===== config.mk =====
export PLATFORM = sky130hd
export DESIGN_NAME = hex_scan_display_flat
export DESIGN_NICKNAME = d
export VERILOG_FILES = /design/src/rtl/hex_scan_display_if.sv /design/src/rtl/hex_scan_display.sv /design/src/flat_wrapper.sv
export SDC_FILE = /design/constraint.sdc
export NUM_CORES = 1
export LEC_CHECK = 0
export ABC_AREA = 1
export CAP_MARGIN = 20
export CORE_ASPECT_RATIO = 1.25
export CORE_MARGIN = 8
export CORE_UTILIZATION = 52
export CTS_BUF_LIST = sky130_fd_sc_hd__clkbuf_8
export DETAILED_ROUTE_END_ITERATION = 8
export PLACE_DENSITY = 0.71
export REMOVE_ABC_BUFFERS = 1
export SKIP_LAST_GASP = 1
export SYNTH_ARGS = -nofsm -noshare
export SYNTH_HDL_FRONTEND = slang
export SYNTH_SLANG_ARGS = --single-unit

===== constraint.sdc =====
create_clock -name clk -period 2.7 [get_ports clk]
set_input_delay 0.54 -clock clk [delete_from_list [all_inputs] [get_ports clk]]
set_output_delay 0.54 -clock clk [all_outputs]
set_load 0.005 [all_outputs]

===== src/rtl/hex_scan_display_if.sv =====
// ============================================================================
// Module : hex_scan_display_if
// Brief  : Control/data bundle between a host and the hex scan display.
// Rev    : 1.0  initial release
// ============================================================================
`timescale 1ns/1ps
`default_nettype none

interface hex_scan_display_if #(
    parameter int NUM_DIGITS = 4
);
    logic                      enable;
    logic                      load;
    logic [4*NUM_DIGITS-1:0]   value;
    logic [NUM_DIGITS-1:0]     dp;
    logic                      lz_en;
    logic [6:0]                segment;
    logic                      dp_out;
    logic [NUM_DIGITS-1:0]     digit_sel;
    logic                      frame_done;

    modport master (
        output enable, load, value, dp, lz_en,
        input  segment, dp_out, digit_sel, frame_done
    );

    modport slave (
        input  enable, load, value, dp, lz_en,
        output segment, dp_out, digit_sel, frame_done
    );
endinterface

`default_nettype wire


===== src/rtl/hex_scan_display.sv =====
// ============================================================================
// Module : hex_scan_display
// Brief  : Multiplexed 7-segment hex display scanner with frame-synchronous
//          data update and leading-zero suppression.
// Rev    : 1.0  initial release
// ============================================================================
`timescale 1ns/1ps
`default_nettype none

module hex_scan_display #(
    parameter int NUM_DIGITS = 4,
    parameter int SCAN_DIV   = 1000,
    parameter int ACTIVE_LOW = 0
) (
    input  wire logic          clk,
    input  wire logic          rst_n,
    hex_scan_display_if.slave  bus
);
    localparam int   c_PRE_W = (SCAN_DIV   > 1) ? $clog2(SCAN_DIV)   : 1;
    localparam int   c_IDX_W = (NUM_DIGITS > 1) ? $clog2(NUM_DIGITS) : 1;
    localparam logic c_POL   = (ACTIVE_LOW != 0);

    logic [c_PRE_W-1:0]      r_presc;
    logic [c_IDX_W-1:0]      r_idx;
    logic                    r_pend_flag;
    logic [4*NUM_DIGITS-1:0] r_pend_val;
    logic [NUM_DIGITS-1:0]   r_pend_dp;
    logic                    r_pend_lz;
    logic [4*NUM_DIGITS-1:0] r_disp_val;
    logic [NUM_DIGITS-1:0]   r_disp_dp;
    logic                    r_disp_lz;
    logic [6:0]              r_seg;
    logic                    r_dp_out;
    logic [NUM_DIGITS-1:0]   r_sel;
    logic                    r_frame_done;

    logic                    w_tick;
    logic                    w_idx_last;
    logic                    w_boundary;
    logic [3:0]              w_nib;
    logic                    w_dp_req;
    logic [NUM_DIGITS-1:0]   w_allz;
    logic                    w_blank;
    logic [NUM_DIGITS-1:0]   w_sel;
    logic [6:0]              w_seg;

    assign w_tick     = bus.enable && (r_presc == c_PRE_W'(SCAN_DIV - 1));
    assign w_idx_last = (r_idx == c_IDX_W'(NUM_DIGITS - 1));
    assign w_boundary = w_tick && w_idx_last;

    // Digit data selection; w_allz[i] means nibbles i..top are all zero.
    always_comb begin
        w_nib    = 4'h0;
        w_dp_req = 1'b0;
        w_sel    = '0;
        w_blank  = 1'b0;
        w_allz   = '0;
        w_allz[NUM_DIGITS-1] = (r_disp_val[4*(NUM_DIGITS-1) +: 4] == 4'h0);
        for (int i = NUM_DIGITS - 2; i >= 0; i--) begin
            w_allz[i] = (r_disp_val[4*i +: 4] == 4'h0) && w_allz[i+1];
        end
        for (int i = 0; i < NUM_DIGITS; i++) begin
            if (r_idx == c_IDX_W'(i)) begin
                w_nib    = r_disp_val[4*i +: 4];
                w_dp_req = r_disp_dp[i];
                w_sel[i] = 1'b1;
                w_blank  = r_disp_lz && (i != 0) && w_allz[i];
            end
        end
    end

    always_comb begin
        w_seg = 7'b0000000;
        if (!w_blank) begin
            case (w_nib)
                4'h0: w_seg = 7'b1111110;
                4'h1: w_seg = 7'b0110000;
                4'h2: w_seg = 7'b1101101;
                4'h3: w_seg = 7'b1111001;
                4'h4: w_seg = 7'b0110011;
                4'h5: w_seg = 7'b1011011;
                4'h6: w_seg = 7'b1011111;
                4'h7: w_seg = 7'b1110000;
                4'h8: w_seg = 7'b1111111;
                4'h9: w_seg = 7'b1111011;
                4'hA: w_seg = 7'b1110111;
                4'hB: w_seg = 7'b0011111;
                4'hC: w_seg = 7'b1001110;
                4'hD: w_seg = 7'b0111101;
                4'hE: w_seg = 7'b1001111;
                default: w_seg = 7'b1000111;
            endcase
        end
    end

    always_ff @(posedge clk or negedge rst_n) begin
        if (!rst_n) begin
            r_presc      <= '0;
            r_idx        <= '0;
            r_frame_done <= 1'b0;
        end else begin
            if (bus.enable) begin
                r_presc <= w_tick ? '0 : r_presc + 1'b1;
                if (w_tick) begin
                    r_idx <= w_idx_last ? '0 : r_idx + 1'b1;
                end
            end
            r_frame_done <= w_boundary;
        end
    end

    // Displayed data only changes at a frame boundary; a load on that same
    // cycle bypasses the pending stage.
    always_ff @(posedge clk or negedge rst_n) begin
        if (!rst_n) begin
            r_pend_flag <= 1'b0;
            r_pend_val  <= '0;
            r_pend_dp   <= '0;
            r_pend_lz   <= 1'b0;
            r_disp_val  <= '0;
            r_disp_dp   <= '0;
            r_disp_lz   <= 1'b0;
        end else if (w_boundary) begin
            if (bus.load) begin
                r_disp_val <= bus.value;
                r_disp_dp  <= bus.dp;
                r_disp_lz  <= bus.lz_en;
            end else if (r_pend_flag) begin
                r_disp_val <= r_pend_val;
                r_disp_dp  <= r_pend_dp;
                r_disp_lz  <= r_pend_lz;
            end
            r_pend_flag <= 1'b0;
        end else if (bus.load) begin
            r_pend_val  <= bus.value;
            r_pend_dp   <= bus.dp;
            r_pend_lz   <= bus.lz_en;
            r_pend_flag <= 1'b1;
        end
    end

    always_ff @(posedge clk or negedge rst_n) begin
        if (!rst_n) begin
            r_seg    <= {7{c_POL}};
            r_dp_out <= c_POL;
            r_sel    <= {NUM_DIGITS{c_POL}};
        end else if (!bus.enable) begin
            r_seg    <= {7{c_POL}};
            r_dp_out <= c_POL;
            r_sel    <= {NUM_DIGITS{c_POL}};
        end else begin
            r_seg    <= w_seg ^ {7{c_POL}};
            r_dp_out <= (w_dp_req && !w_blank) ^ c_POL;
            r_sel    <= w_sel ^ {NUM_DIGITS{c_POL}};
        end
    end

    assign bus.segment    = r_seg;
    assign bus.dp_out     = r_dp_out;
    assign bus.digit_sel  = r_sel;
    assign bus.frame_done = r_frame_done;
endmodule

`default_nettype wire


===== src/flat_wrapper.sv =====
// flat-port wrapper written by rule: the top's interface ports become plain ports
module hex_scan_display_flat 
#(
    parameter int NUM_DIGITS = 4,
    parameter int SCAN_DIV   = 1000,
    parameter int ACTIVE_LOW = 0
)
  (clk, rst_n, bus_enable, bus_load, bus_value, bus_dp, bus_lz_en, bus_segment, bus_dp_out, bus_digit_sel, bus_frame_done);
  hex_scan_display_if #(.NUM_DIGITS(NUM_DIGITS)) bus_i ();
  input  wire logic clk;
  input  wire logic rst_n;
  input wire logic [$bits(bus_i.enable)-1:0] bus_enable;
  input wire logic [$bits(bus_i.load)-1:0] bus_load;
  input wire logic [$bits(bus_i.value)-1:0] bus_value;
  input wire logic [$bits(bus_i.dp)-1:0] bus_dp;
  input wire logic [$bits(bus_i.lz_en)-1:0] bus_lz_en;
  output wire logic [$bits(bus_i.segment)-1:0] bus_segment;
  output wire logic [$bits(bus_i.dp_out)-1:0] bus_dp_out;
  output wire logic [$bits(bus_i.digit_sel)-1:0] bus_digit_sel;
  output wire logic [$bits(bus_i.frame_done)-1:0] bus_frame_done;
  assign bus_i.enable = bus_enable;
  assign bus_i.load = bus_load;
  assign bus_i.value = bus_value;
  assign bus_i.dp = bus_dp;
  assign bus_i.lz_en = bus_lz_en;
  assign bus_segment = bus_i.segment;
  assign bus_dp_out = bus_i.dp_out;
  assign bus_digit_sel = bus_i.digit_sel;
  assign bus_frame_done = bus_i.frame_done;
  hex_scan_display #(.NUM_DIGITS(NUM_DIGITS), .SCAN_DIV(SCAN_DIV), .ACTIVE_LOW(ACTIVE_LOW)) u_core (.clk(clk), .rst_n(rst_n), .bus(bus_i));
endmodule

# Word-level counts from Yosys, hierarchy flattened
# Memories as Yosys holds them, arrays and structs flattened.
# Cells that the tools add are included.
[classes]
bitwise_logic = 1
muxes = 29
n_reduce_logical = 18
n_shift = 0
n_lt_le_gt_ge = 0
n_eq_ne = 4
div = 0
multipliers = 0
addsub = 2
[op_table]
columns = ["op", "count"]
rows = [
  ["16-bit two-way mux", 2],
  ["4-bit two-way mux", 7],
  ["1-bit two-way mux", 16],
  ["7-bit two-way mux", 2],
  ["4-bit logical NOT", 3],
  ["10-bit by 1-bit adder with 10-bit output, second input constant", 1],
  ["10-bit == test, second input constant", 1],
  ["10-bit two-way mux", 1],
  ["1-bit logical AND", 8],
  ["2-bit AND reduction", 3],
  ["2-bit == test, second input constant", 2],
  ["2-bit nonzero test", 2],
  ["2-bit by 1-bit adder with 2-bit output, second input constant", 1],
  ["2-bit by 1-bit == test with 1-bit output, second input constant", 1],
  ["2-bit logical NOT", 1],
  ["2-bit two-way mux", 1],
  ["1-bit logical NOT", 1],
  ["1-bit inverter", 1],
]
[word_totals]
romBits = 112
mem_count = 1
input_bits = 25
out_inout_bits = 13
latch_bits = 0
wordCells = 68
ram_bits = 0
ff_bits = 68
[mem_list]
columns = ["memory", "depth", "width", "read_ports", "rd_clocked_by_memory_dff", "write_ports", "line_no", "rtl"]
rows = [
  ["(name not given)", 16, 7, 1, 0, 0, "hex_scan_display.sv:75", "case (w_nib)"],
]

# Logic depth before layout (Yosys ltp)
[depth]
depth_word = 10
depth_mapped = 14
mapped_depth_nobuf = 14

# Worst setup path after synthesis
# No wires, ideal clock.
[synth_path]
kind = "register -> register"
start = "register u_core.r_idx[0]"
end = "register u_core.r_seg[5], in the netlist u_core.bus.segment[5]"
slack_ps = 602
t_arrival_ps = 1971
setup_ps = 127
path_stages_with_launch = 11
path_buffers = 1
period_less_slack_ps = 2098
required_time_ps = 2573
cell_sequence = "dfrtp_1 > inv_1 > ha_1 > buf_2 > inv_1 > nor2_1 > nor2_1 > a21boi_0 > ha_1 > o21ai_0 > a21oi_1"
[synth_between]
elab_chain_len = 8
word_cells_on_any_way = 14
classes_between = "3 x eq/ne; 9 x mux; 1 x reduce/logical; 1 x memory"
[synth_lines]
columns = ["element", "line_no", "rtl"]
rows = [
  ["from (decl)", "hex_scan_display.sv:24", "logic [c_IDX_W-1:0] r_idx;"],
  ["from (signal assigned)", "hex_scan_display.sv:105", "r_idx <= w_idx_last ? '0 : r_idx + 1'b1;"],
  ["2-bit logical NOT", "hex_scan_display.sv:63", "if (r_idx == c_IDX_W'(i)) begin"],
  ["4-bit two-way mux (4 in a row)", "hex_scan_display.sv:63", ""],
  ["memory read 16 x 7 bit", "n/a", ""],
  ["7-bit two-way mux *", "hex_scan_display.sv:74", "if (!w_blank) begin"],
  ["7-bit two-way mux *", "hex_scan_display.sv:147", "end else if (!bus.enable) begin"],
  ["to (signal assigned)", "hex_scan_display.sv:144", "r_seg <= {7{c_POL}};"],
  ["to (signal assigned)", "hex_scan_display.sv:148", "r_seg <= {7{c_POL}};"],
  ["to (signal assigned)", "hex_scan_display.sv:152", "r_seg <= w_seg ^ {7{c_POL}};"],
  ["to (decl)", "hex_scan_display.sv:32", "logic [6:0] r_seg;"],
]
# Every way passes the cells marked *; elsewhere a longest branch is shown, timed or not.
# A chain may end at the register's enable or synchronous reset.

# Worst setup path in the final report
# Same ends and word-level chain as after synthesis.

==> impl_metrics.ini <==
[outcome]
status = complete, no violations

[grt]
grt_pass1_wl_um = 12400
grt.total_usage_pct = 16.20
antenna_found_initial = 0
met1_usage_pct = 19.97
grt_overflow_total = 0
grt_max_degree = 43
met3_usage_pct = 2.674
grt_pass1_vias = 2766
grt_use_met2_pct = 26.49
busiest_layer = met2

[floorplanning]
start_util_pct = 53.68
coreArea_um2 = 6524
std_cell_rows = 33
die_y_um = 107.8
die-area_um2 = 9633
pin_count = 38
dieWidth_um = 89.40

[clocking]
clk_latency_ns = 0.33
cts_made_buffers = 9
cts_setup_buffers = 0
cts_tree = yes
cts_resized = 0
cts_hold_buf = 0
cts_root_buf = clkbuf_8
clock_sinks = 68
cts_max_path_buffers = 2
clkTransAtPathRegs_ns = 0.07
htreeDepth = 3

[worst_setup_path]
path_cells = inv_1, ha_1, inv_1, nor2_1, nor2_1, a21boi_0, buf_4, ha_1, o21ai_0, a21oi_1
cp_max_fo = 8
endpoint_kind = register
cp-start-kind = register
required_ns = 2.91
crit_arrival_ns = 2.40
cp_top_family = adder cells
critPathSlowestCell = dfrtp_1
cpPeakStageDelay_ns = 0.43
critPathKind = reg2reg
crit_buf_inv = 3

[final_layout]
drive_above_1_share_pct = 13.76
layout_commonest_cell = nand2_1
synthToLayoutAreaGrowth_pct = 19.08
final_cell_mix = nand2_1 (121), dfrtp_1 (68), inv_1 (47)
num_antenna_cells = 0
final_nets = 489
final_cells = 545
nFillCells = 585

[pwr]
p_total_mw = 2.398
power-per-cell-area_nw_per_um2 = 575.1
ir_drop_mv = 0.3196
p_leak_nw = 2.122

[placement]
hpwl_um = 4916
port_buffers = 37
place.gp.congestion = 0.8457
place_ws_ns = 0.4131
dpl.cell_count = 529

[synthesis]
synthMuxAreaShare_pct = 1.143
synth_top_family_by_area = simple AND/OR/NAND/NOR gates
syn-instance-count = 413
yosysSeqAreaShare_pct = 48.59
synth-simple-area-share_pct = 21.83
avgSynthCellArea_um2 = 8.480
synthAdderAreaFrac_pct = 3.930
synth_compound_area_share_pct = 15.11
synth_cell_types = 29
synth.top_cell.area_share_pct = 48.59
syn_area_um2 = 3502
synthTopCellsByArea = dfrtp_1 (49%), nand2_1 (13%), o21ai_2 (7.5%), inv_1 (5.0%), o21ai_0 (4.7%)
yosysTopAreaCell = dfrtp_1
synth.ff_latch_count = 68
synthXorXnorAreaFrac_pct = 0.5002
ys_warn_count = 0

[route]
wl_um = 6765
dr_total_vias = 2699
viasPerCell = 4.952
wl_per_cell_um = 12.41
ant_nets = 0
drtPass1Iterations = 4
drc_errors = 0
drtIter0Drc = 187

[sta]
finalSetupTns_ns = 0
fin_crit_sh_pct = 81.06
setup_ws_ns = 0.5114
slew_headroom_pct = 58.89
fmax_ghz = 0.4569
finalMaxSlewViolations = 0
setup_viol = 0
skew_ns = 0.005744
tightestPinTransition_ns = 0.6166
final.min_clock_period_ns = 2.189
hold_viol_final = 0
rsz0062_at_grt = false

[hold_path]
hold_path_class = in2async

[job]
drv_cap = 0
==> power by group <==
part,internal (mW),total (mW),leakage (nW),switching (mW)
clock,0.593,0.968,0.122,0.375
sequential,1.10,1.16,0.865,0.0635
combinational,0.122,0.267,1.13,0.145
total,1.82,2.40,2.12,0.583
==> kinds of logic (layout without fill, tap and decap cells) <==
| group | Yosys count | in the layout |
|---|---|---|
| buffers and inverters | 65 | 110 |
| AO/OA/AOI/OAI | 81 | 81 |
| flip-flops | 68 | 68 |
| XOR/XNOR | 2 | 2 |
| AND/OR/NAND/NOR | 182 | 182 |
| adder cells (fa/ha/maj) | 11 | 11 |
| multiplexers | 4 | 4 |
==> routing by layer <==
layer,vias to the layer above,share of wire [%]
li1,1391,-
met1,1251,45
met2,45,50
met3,12,3.2
met4,0,1.8
met5,-,0
==> synthesized netlist by cell type (all sizes together) <==
| cell type | count |
|---|---|
| nand3 | 16 |
| nor3 | 6 |
| clkinv | 1 |
| mux2i | 4 |
| inv | 48 |
| xor2 | 2 |
| a21boi | 1 |
| dfrtp | 68 |
| nand4 | 3 |
| clkbuf | 2 |
| nor3b | 3 |
| nand2 | 124 |
| a21oi | 15 |
| ha | 11 |
| o21bai | 1 |
| o21ai | 63 |
| buf | 14 |
| o31ai | 1 |
| nor2 | 30 |
==> layout make-up <==
| class | count | area, µm² | area share, % |
|---|---|---|---|
| inverters | 49 | 185.2 | 4.440 |
| repair buffers | 45 | 450.4 | 10.80 |
| well taps | 87 | 108.9 | 2.610 |
| multi-input cells | 280 | 1489 | 35.70 |
| clock inverters | 4 | 70.07 | 1.680 |
| clock buffers | 12 | 165.2 | 3.960 |
| flip-flops and latches | 68 | 1702 | 40.80 |
==> sequential cells by signal (all words and copies together) (netlist names) <==
| signal | flops |
|---|---|
| u_core.r_disp_val | 16 |
| u_core.r_pend_val | 16 |
| u_core.r_presc | 10 |
| u_core.bus.segment | 7 |
| u_core.bus.digit_sel | 4 |
| u_core.r_disp_dp | 4 |
| u_core.r_pend_dp | 4 |
| u_core.r_idx | 2 |
| u_core.bus.dp_out | 1 |
| u_core.bus.frame_done | 1 |
| u_core.r_disp_lz | 1 |
| u_core.r_pend_flag | 1 |
| u_core.r_pend_lz | 1 |
==> worst paths after layout <==
path                                                   end  slack, ns                       startpoint  cells past startpoint
max in group asynchronous  u_core.r_pend_dp[3]$_DFFE_PN0P_       1.85                            rst_n                      2
min in group clk           u_core.r_pend_dp[2]$_DFFE_PN0P_       0.47  u_core.r_pend_dp[2]$_DFFE_PN0P_                      2
min                          u_core.r_presc[4]$_DFFE_PN0P_       0.21                            rst_n                      1
max                        u_core.bus.segment[5]$_DFF_PN0_       0.51      u_core.r_idx[0]$_DFFE_PN0P_                     10
max reg2reg                u_core.bus.segment[5]$_DFF_PN0_       0.51      u_core.r_idx[0]$_DFFE_PN0P_                     10
min reg2reg                u_core.r_pend_dp[2]$_DFFE_PN0P_       0.47  u_core.r_pend_dp[2]$_DFFE_PN0P_                      2
==> stage by stage <==
stage | utilization, % | hold slack (ns) | area (µm²)
floorplan | - | 0.2444 | 3376
global placement | 60.32 | 0.4530 | 3935
detailed placement | 60.32 | 0.4598 | 3935
CTS | 63.92 | 0.2258 | 4170
global route | 63.92 | 0.2548 | 4170
finish | 63.92 | 0.2103 | 4170
Power figures use the tool's default switching activity.
